$ cat src/rtl/bin2gray_ptr_pkg.sv
// Shared Gray-code helpers for the async FIFO pointer path.
// Functions work on a fixed wide vector; callers size-cast to their pointer width.
package bin2gray_ptr_pkg;

  localparam int unsigned GW = 32;

  function automatic logic [GW-1:0] bin2gray(input logic [GW-1:0] b);
    return b ^ (b >> 1);
  endfunction

  // Prefix-XOR by doubling shifts: equivalent to the MSB-down ripple, no descending loop.
  function automatic logic [GW-1:0] gray2bin(input logic [GW-1:0] g);
    logic [GW-1:0] r;
    r = g;
    for (int unsigned s = 1; s < GW; s = s << 1) begin
      r = r ^ (r >> s);
    end
    return r;
  endfunction

endpackage

$ cat src/rtl/bin2gray_ptr_sync.sv
// Two-flop synchronizer for a Gray-coded bus crossing into the local clock domain.
module sync_2ff #(
  parameter int W = 1
) (
  input  logic         clk,
  input  logic         rst,
  input  logic [W-1:0] d,
  output logic [W-1:0] q
);

  logic [W-1:0] meta;

  always_ff @(posedge clk or posedge rst) begin
    if (rst) begin
      meta <= '0;
      q    <= '0;
    end else begin
      meta <= d;
      q    <= meta;
    end
  end

endmodule

$ cat src/rtl/bin2gray_ptr.sv
// Async FIFO pointer: binary address, exported Gray pointer and registered
// full (write side) or empty (read side) flag against the synchronized remote pointer.
module bin2gray_ptr
  import bin2gray_ptr_pkg::*;
#(
  parameter int DW    = 4,
  parameter bit IS_WR = 1'b1
) (
  input  logic          clk,
  input  logic          rst,
  input  logic          inc,
  input  logic [DW:0]   remote_gray,
  output logic [DW-1:0] addr,
  output logic [DW:0]   gray_ptr,
  output logic          flag
);

  localparam int PW = DW + 1;

  if (DW < 2) begin : g_dw_check
    $error("bin2gray_ptr: DW must be at least 2");
  end

  logic [DW:0] bin_ptr;
  logic [DW:0] bin_nxt;
  logic [DW:0] gray_nxt;
  logic [DW:0] sync_gray;
  logic [DW:0] full_cmp;
  logic        inc_ok;
  logic        flag_nxt;

  sync_2ff #(.W(PW)) u_sync (
    .clk (clk),
    .rst (rst),
    .d   (remote_gray),
    .q   (sync_gray)
  );

  // Full when the pointers differ only in the two MSBs of the Gray code.
  assign full_cmp = {~sync_gray[DW:DW-1], sync_gray[DW-2:0]};

  always_comb begin
    inc_ok   = inc & ~flag;
    bin_nxt  = bin_ptr + PW'(inc_ok);
    gray_nxt = PW'(bin2gray(GW'(bin_nxt)));
    flag_nxt = IS_WR ? (gray_nxt == full_cmp) : (gray_nxt == sync_gray);
  end

  always_ff @(posedge clk or posedge rst) begin
    if (rst) begin
      bin_ptr  <= '0;
      gray_ptr <= '0;
      flag     <= ~IS_WR;
    end else begin
      bin_ptr  <= bin_nxt;
      gray_ptr <= gray_nxt;
      flag     <= flag_nxt;
    end
  end

  assign addr = bin_ptr[DW-1:0];

endmodule

$ cat config.mk
export PLATFORM = sky130hd
export DESIGN_NAME = bin2gray_ptr
export DESIGN_NICKNAME = d
export VERILOG_FILES = /design/src/rtl/bin2gray_ptr_pkg.sv /design/src/rtl/bin2gray_ptr_sync.sv /design/src/rtl/bin2gray_ptr.sv
export SDC_FILE = /design/constraint.sdc
export NUM_CORES = 1
export LEC_CHECK = 0
export BUFFER_PORTS_ARGS = -buffer_cell sky130_fd_sc_hd__buf_4
export CORE_MARGIN = 1
export CORE_UTILIZATION = 40
export CTS_BUF_LIST = sky130_fd_sc_hd__clkbuf_16
export DETAILED_ROUTE_END_ITERATION = 10
export PLACE_DENSITY = 0.69
export SETUP_SLACK_MARGIN = 0.3
export SYNTH_ARGS = -nofsm -noshare
export SYNTH_HDL_FRONTEND = slang
export SYNTH_SLANG_ARGS = --single-unit
$ cat constraint.sdc
create_clock -name clk -period 2.65 [get_ports clk]
set_input_delay 0.1325 -clock clk [delete_from_list [all_inputs] [get_ports clk]]
set_output_delay 0.1325 -clock clk [all_outputs]
set_load 0.01 [all_outputs]
Yosys cells after proc, flatten, opt, wreduce, memory -nomap -nowiden:

Index checks and enable logic that the tools add are counted.

* latch bits: 0
* memories: 0
* bits in registers: 21
* memory bits (writable): 0
* output and inout port bits: 10
* input port bits: 8
* ROM bits: 0

* bitwise operators: 4
* equal/unequal tests: 1
* multiply operators: 0
* reductions and logical operators: 0
* magnitude comparators: 0
* div/mod/pow operators: 0
* shift operators: 0
* muxes and demuxes: 0
* add/subtract/negate cells: 1

Operator list (count)
* $add A5 B1 Y5: 1
* $eq A5 B5 Y1: 1
* $xor A5 B4 Y5: 1
* $not A2 Y2: 1
* $and A1 B1 Y1: 1
* $not A1 Y1: 1

Longest topological paths before layout:

* depth in word-level cells: 5
* depth in mapped cells: 7
* gate-level depth less buffers: 7

Modules after synthesis:

Synthesis repeated with hierarchy kept, for this count alone.

* cells, all modules: 51
* area total of the unflattened synthesis: 768.2 um^2

Modules (own cells, without submodules)
* bin2gray_ptr: sequential area each 250.2 um^2, area each 514.2 um^2, times used 1, cells each 40
* sync_2ff: sequential area each 250.2 um^2, area each 254.0 um^2, times used 1, cells each 11

Worst setup path after synthesis:

OpenSTA, ideal clock, no wires.

* path type: register to register
* start point: register flag
* end point: register flag
* path slack: 0.818 ns
* stages on the path, launching flop included: 8
* arrival: 1.731 ns
* required time: 2.549 ns
* library setup time: 0.101 ns
* cells stage by stage: dfrtp_1 -> nor2b_1 -> ha_1 -> ha_1 -> xor2_1 -> xnor2_1 -> mux2i_1 -> nor4_1

* cells in the longest elaborated chain, start to end: 5

Ends and longest elaborated chain
* start, declared: line bin2gray_ptr.sv:15 `output logic flag`
* start signal, assigned: line bin2gray_ptr.sv:53 `flag <= ~IS_WR;`
* start signal, assigned: line bin2gray_ptr.sv:57 `flag <= flag_nxt;`
* $not A1 Y1: line bin2gray_ptr.sv:43 `inc_ok = inc & ~flag;`
* $and A1 B1 Y1: line bin2gray_ptr.sv:43
* $add A5 B1 Y5: line bin2gray_ptr.sv:44 `bin_nxt = bin_ptr + PW'(inc_ok);`
* named net bin_nxt[2]: line bin2gray_ptr.sv:25 `logic [DW:0] bin_nxt;`
* $xor A5 B4 Y5: line bin2gray_ptr_pkg.sv:8 `return b ^ (b >> 1);`
* $eq A5 B5 Y1: line bin2gray_ptr.sv:46 `flag_nxt = IS_WR ? (gray_nxt == full_cmp) : (gray_nxt == sync_gray);`
* named net flag_nxt: line bin2gray_ptr.sv:30 `logic flag_nxt;`

The timed path passes the listed nets, and every way through them passes these cells.

Final worst setup path:

Same ends and word-level chain as after synthesis.

==> impl_summary.md <==
Outcome
The run finished with clean final reports.

Logic synthesis
The commonest cells after synthesis are dfrtp_1 (20), xnor2_1 (7), xor2_1 (6). The prevailing post-synth register cell is dfrtp_1. The cell area that synthesis handed to floorplanning was about 740 sq um. The register bit total from synthesis is 20. The post-synthesis async set-or-reset flop share is 1.000. The distinct cell type count after synthesis is 17. The share of the Yosys chip area taken by registers is 0.6803.

The number of instances in the synthesized netlist is 48. Synthesis produced a netlist with a net count of 58. Yosys attributes the largest share of cell area to dfrtp_1 (68%), xnor2_1 (8.3%), xor2_1 (7.1%). For this run, the number of Yosys warnings is 0.

The top cell type's share of synthesized area is 0.6803. By instance count, the leading cell after synthesis is dfrtp_1. The largest total area in the synthesized netlist belongs to dfrtp_1. The count of flip-flops with a built-in enable after synthesis is 0. The average instance in the mapped netlist occupies about 15 sq um.

Setup path
The data arrival time of the critical path is 2.11 ns. In this run the critical register-to-register path is captured at flag. The worst register-to-register path begins at flag. In this run the worst setup path begins at flag.

The critical path's most frequent cell is ha_1. The worst setup path category is flop to flop. Following the worst setup path forward leads to its endpoint at flag. The worst register-to-register path has a depth of 7. Along the worst path, the maximum fanout reaches 5. The stage delay of the slowest cell on the critical path is 0.37 ns. The kind of cell with the highest combined delay along the critical path is adder cells. Traced cell by cell, the critical path runs through nor2b_1 > ha_1 > ha_1 > xor2_1 > xnor2_1 > mux2i_1 > nor4_1. The worst-path cell with the longest stage delay is dfrtp_1. The worst setup path is launched from a flop. The kind of end point of the critical path is a flop. Counting buffers and inverters, the worst setup path is 7 cells deep. The count of buffer and inverter cells on the critical path is 0. The slack of the worst reg-to-reg path is around 0.70 ns. The required time at the endpoint of the critical path is 2.81 ns.

Global route
The initial antenna violation count is 0. The overall overflow remaining after global route is 0. The number of global-route vias before repair was 403. The global-route usage over all layers is 0.1440. The first global-routing pass estimated ~1.9 mm of wire. Entering global routing, the biggest net connects 21 pins.

Run
The tool flagged a number of max-cap violations equal to 0.

Floorplanning
The effective utilization at floorplan is 0.4261. The floorplan step defined a core boundary enclosing 0.001727 sq mm. The number of I/O pins is 18. The die span in x is 44.89 microns.

The y dimension of the die is 44.89 microns. The placement row count is 15. The die covers 0.002015 sq mm.

Finish
The area added between synthesis and finish is 39.12%. The number of antenna diodes in the final layout is 0. The total number of nets in the final design is 85.

The area used by sequential logic in the layout is 500.5 sq um. The filler cells instantiated in the layout total 152. In the final layout, the share of cells above drive strength 1 is 0.3108. The final instance area is approximately 0.001 sq mm. The total area of multi-input combinational cells is 231.5 sq um.

After the flow finishes, the layout carries non-filler instances totaling 99.

Timing
The post-route setup TNS is 0 ns. The number of pins with negative max-slew slack in the final report is 0. Dividing the final minimum period by the clock period gives 0.7373. The max-slew headroom at the worst pin is 0.5139. The count of endpoints failing hold in the final timing report is 0.

The highest clock rate is 511.8 MHz. Setup repair after global routing left no endpoint under its margin. For the pin with the worst max-slew slack, the measured transition is 0.7283 ns. The worst path in the final design needs a cycle of 1.954 ns, including I/O delays and setup.

Between clock sinks in the finished design, the worst skew comes to about 0.0047 ns. Setup slack closes at 0.6962 ns. The total setup violations reported at the end of the flow is 0.

Place
The final weighted congestion in routability-driven placement is around 0.69. The instance count after placement with tap cells included is 90. In this run the cell area measured after placement is 894.6 sq um. Detailed placement ended at an HPWL of 742.4 microns. The pre-CTS setup slack is roughly 0.7 ns.

The number of buffers added on ports is 17.

Clock network
The TritonCTS sink count is 20. The TritonCTS clock tree is done. In this run, CTS created clock tree buffers numbering 3. CTS built an H-tree with a depth of 1.

The clock-pin slew on the worst setup and hold paths is about 0.050 ns. The total of hold buffers inserted after clock tree synthesis is 5. The tree is rooted in a clkbuf_16.

The clock latency on the worst-skew pair is approximately 0.25 ns. After clock tree synthesis, the repair step resized 0 gates. The maximum clock insertion buffer count is 2.

The number of setup buffers added after CTS is 0.

Detailed routing
The average routed wire per standard cell is 11.12 microns. Using the TritonRoute via totals, the vias-per-cell ratio works out to 4.545. Once detail routing completed, the nets flagged for antenna violations numbered 0. The initial DRC count is 1. The post-route DRC violation count is 0. The number of detailed-routing iterations run before antenna repair is 3. The vias after detailed routing is 450. The total wire length is 1.101 mm.

Pwr
In this run the static leakage power is 0.4784 nW. The power per cell area is between 1000 and 1500 mW/mm^2. The highest ir drop seen on vdd is 0.0007095 V.

Worst hold path
The class of the worst hold path is input port to asynchronous set/reset pin.
[sequential cells by signal, indices dropped and copies added, names as in the netlist]
signal and flops:
u_sync.q 5, flag 1, gray_ptr 4, u_sync.meta 5, bin_ptr 5
[how the worst min path moves through the flow]
stage              startpoint  depth (start not counted)              to  slack, ns
2_1_floorplan             rst                          1      bin_ptr[0]        0.1
3_3_place_gp   remote_gray[1]                          1  u_sync.meta[1]       0.24
3_5_place_dp   remote_gray[1]                          1  u_sync.meta[1]       0.24
4_1_cts                   rst                          2  u_sync.meta[2]       0.04
5_1_grt                   rst                          2     u_sync.q[2]        0.1
6_report                  rst                          2     u_sync.q[2]      0.007
[kinds of logic (layout without fill, tap and decap cells)]
logic type / after synthesis / after routing / share of synthesized area
and+or+nand+nor: 7 / 7 / 0.05614
buffers and inverters: 1 / 27 / 0.005097
muxes: 1 / 1 / 0.01361
xor gates and xnor gates: 14 / 14 / 0.1769
adders and majority gates: 2 / 2 / 0.03401
DFF: 20 / 20 / 0.6803
AOI/OAI and AO/OA: 3 / 3 / 0.03402
[cell usage in the layout, fill, tap and decap left out]
| cell type | n |
|---|---|
| clkbuf_16 | 3 |
| xnor2_1 | 7 |
| clkinv_1 | 1 |
| xor2_1 | 6 |
| nor2b_1 | 1 |
| xnor2_2 | 1 |
| o22ai_1 | 1 |
| nor4_1 | 1 |
| a21boi_0 | 1 |
| ha_1 | 2 |
| dlygate4sd3_1 | 5 |
| dfrtp_1 | 20 |
| nand4_1 | 1 |
| and2_1 | 1 |
| a21boi_2 | 1 |
| mux2i_1 | 1 |
| inv_1 | 1 |
| nor2_1 | 1 |
| nand3_1 | 1 |
| buf_4 | 17 |
| and3_2 | 1 |
[routing by layer]
metal / vias to the layer above / global-route usage / part of all wire
li1: 212 / - / -
met1: 217 / 0.1645 / 0.41
met2: 16 / 0.2118 / 0.48
met3: 5 / 0.06400 / 0.073
met4: 0 / 0.1091 / 0.035
met5: - / 0 / 0
[per-stage QoR]
step,util,hold WS (ns),power [mW]
2_1_floorplan,-,0.09633,0.8070
3_3_place_gp,0.5181,0.2417,0.9787
4_1_cts,0.5928,0.04475,1.314
6_report,0.5928,0.007040,1.290
5_1_grt,0.5928,0.09638,1.394
3_5_place_dp,0.5181,0.2429,0.9939
[where the power goes]
part	switching, mW	total [mW]	internal, mW
Combinational	0.237	0.513	0.276
Clock	0.105	0.306	0.201
Sequential	0.0736	0.470	0.397
[layout make-up]
class                   instances  share of cell area
clock buffers                   3             0.07335
repair buffers                 22              0.1736
inverters                       1            0.003667
well taps                      25             0.03056
flip-flops and latches         20              0.4890
multi-input cells              27              0.2262
clock inverters                 1            0.003667
Note: power is estimated with default switching activity, not from simulation.
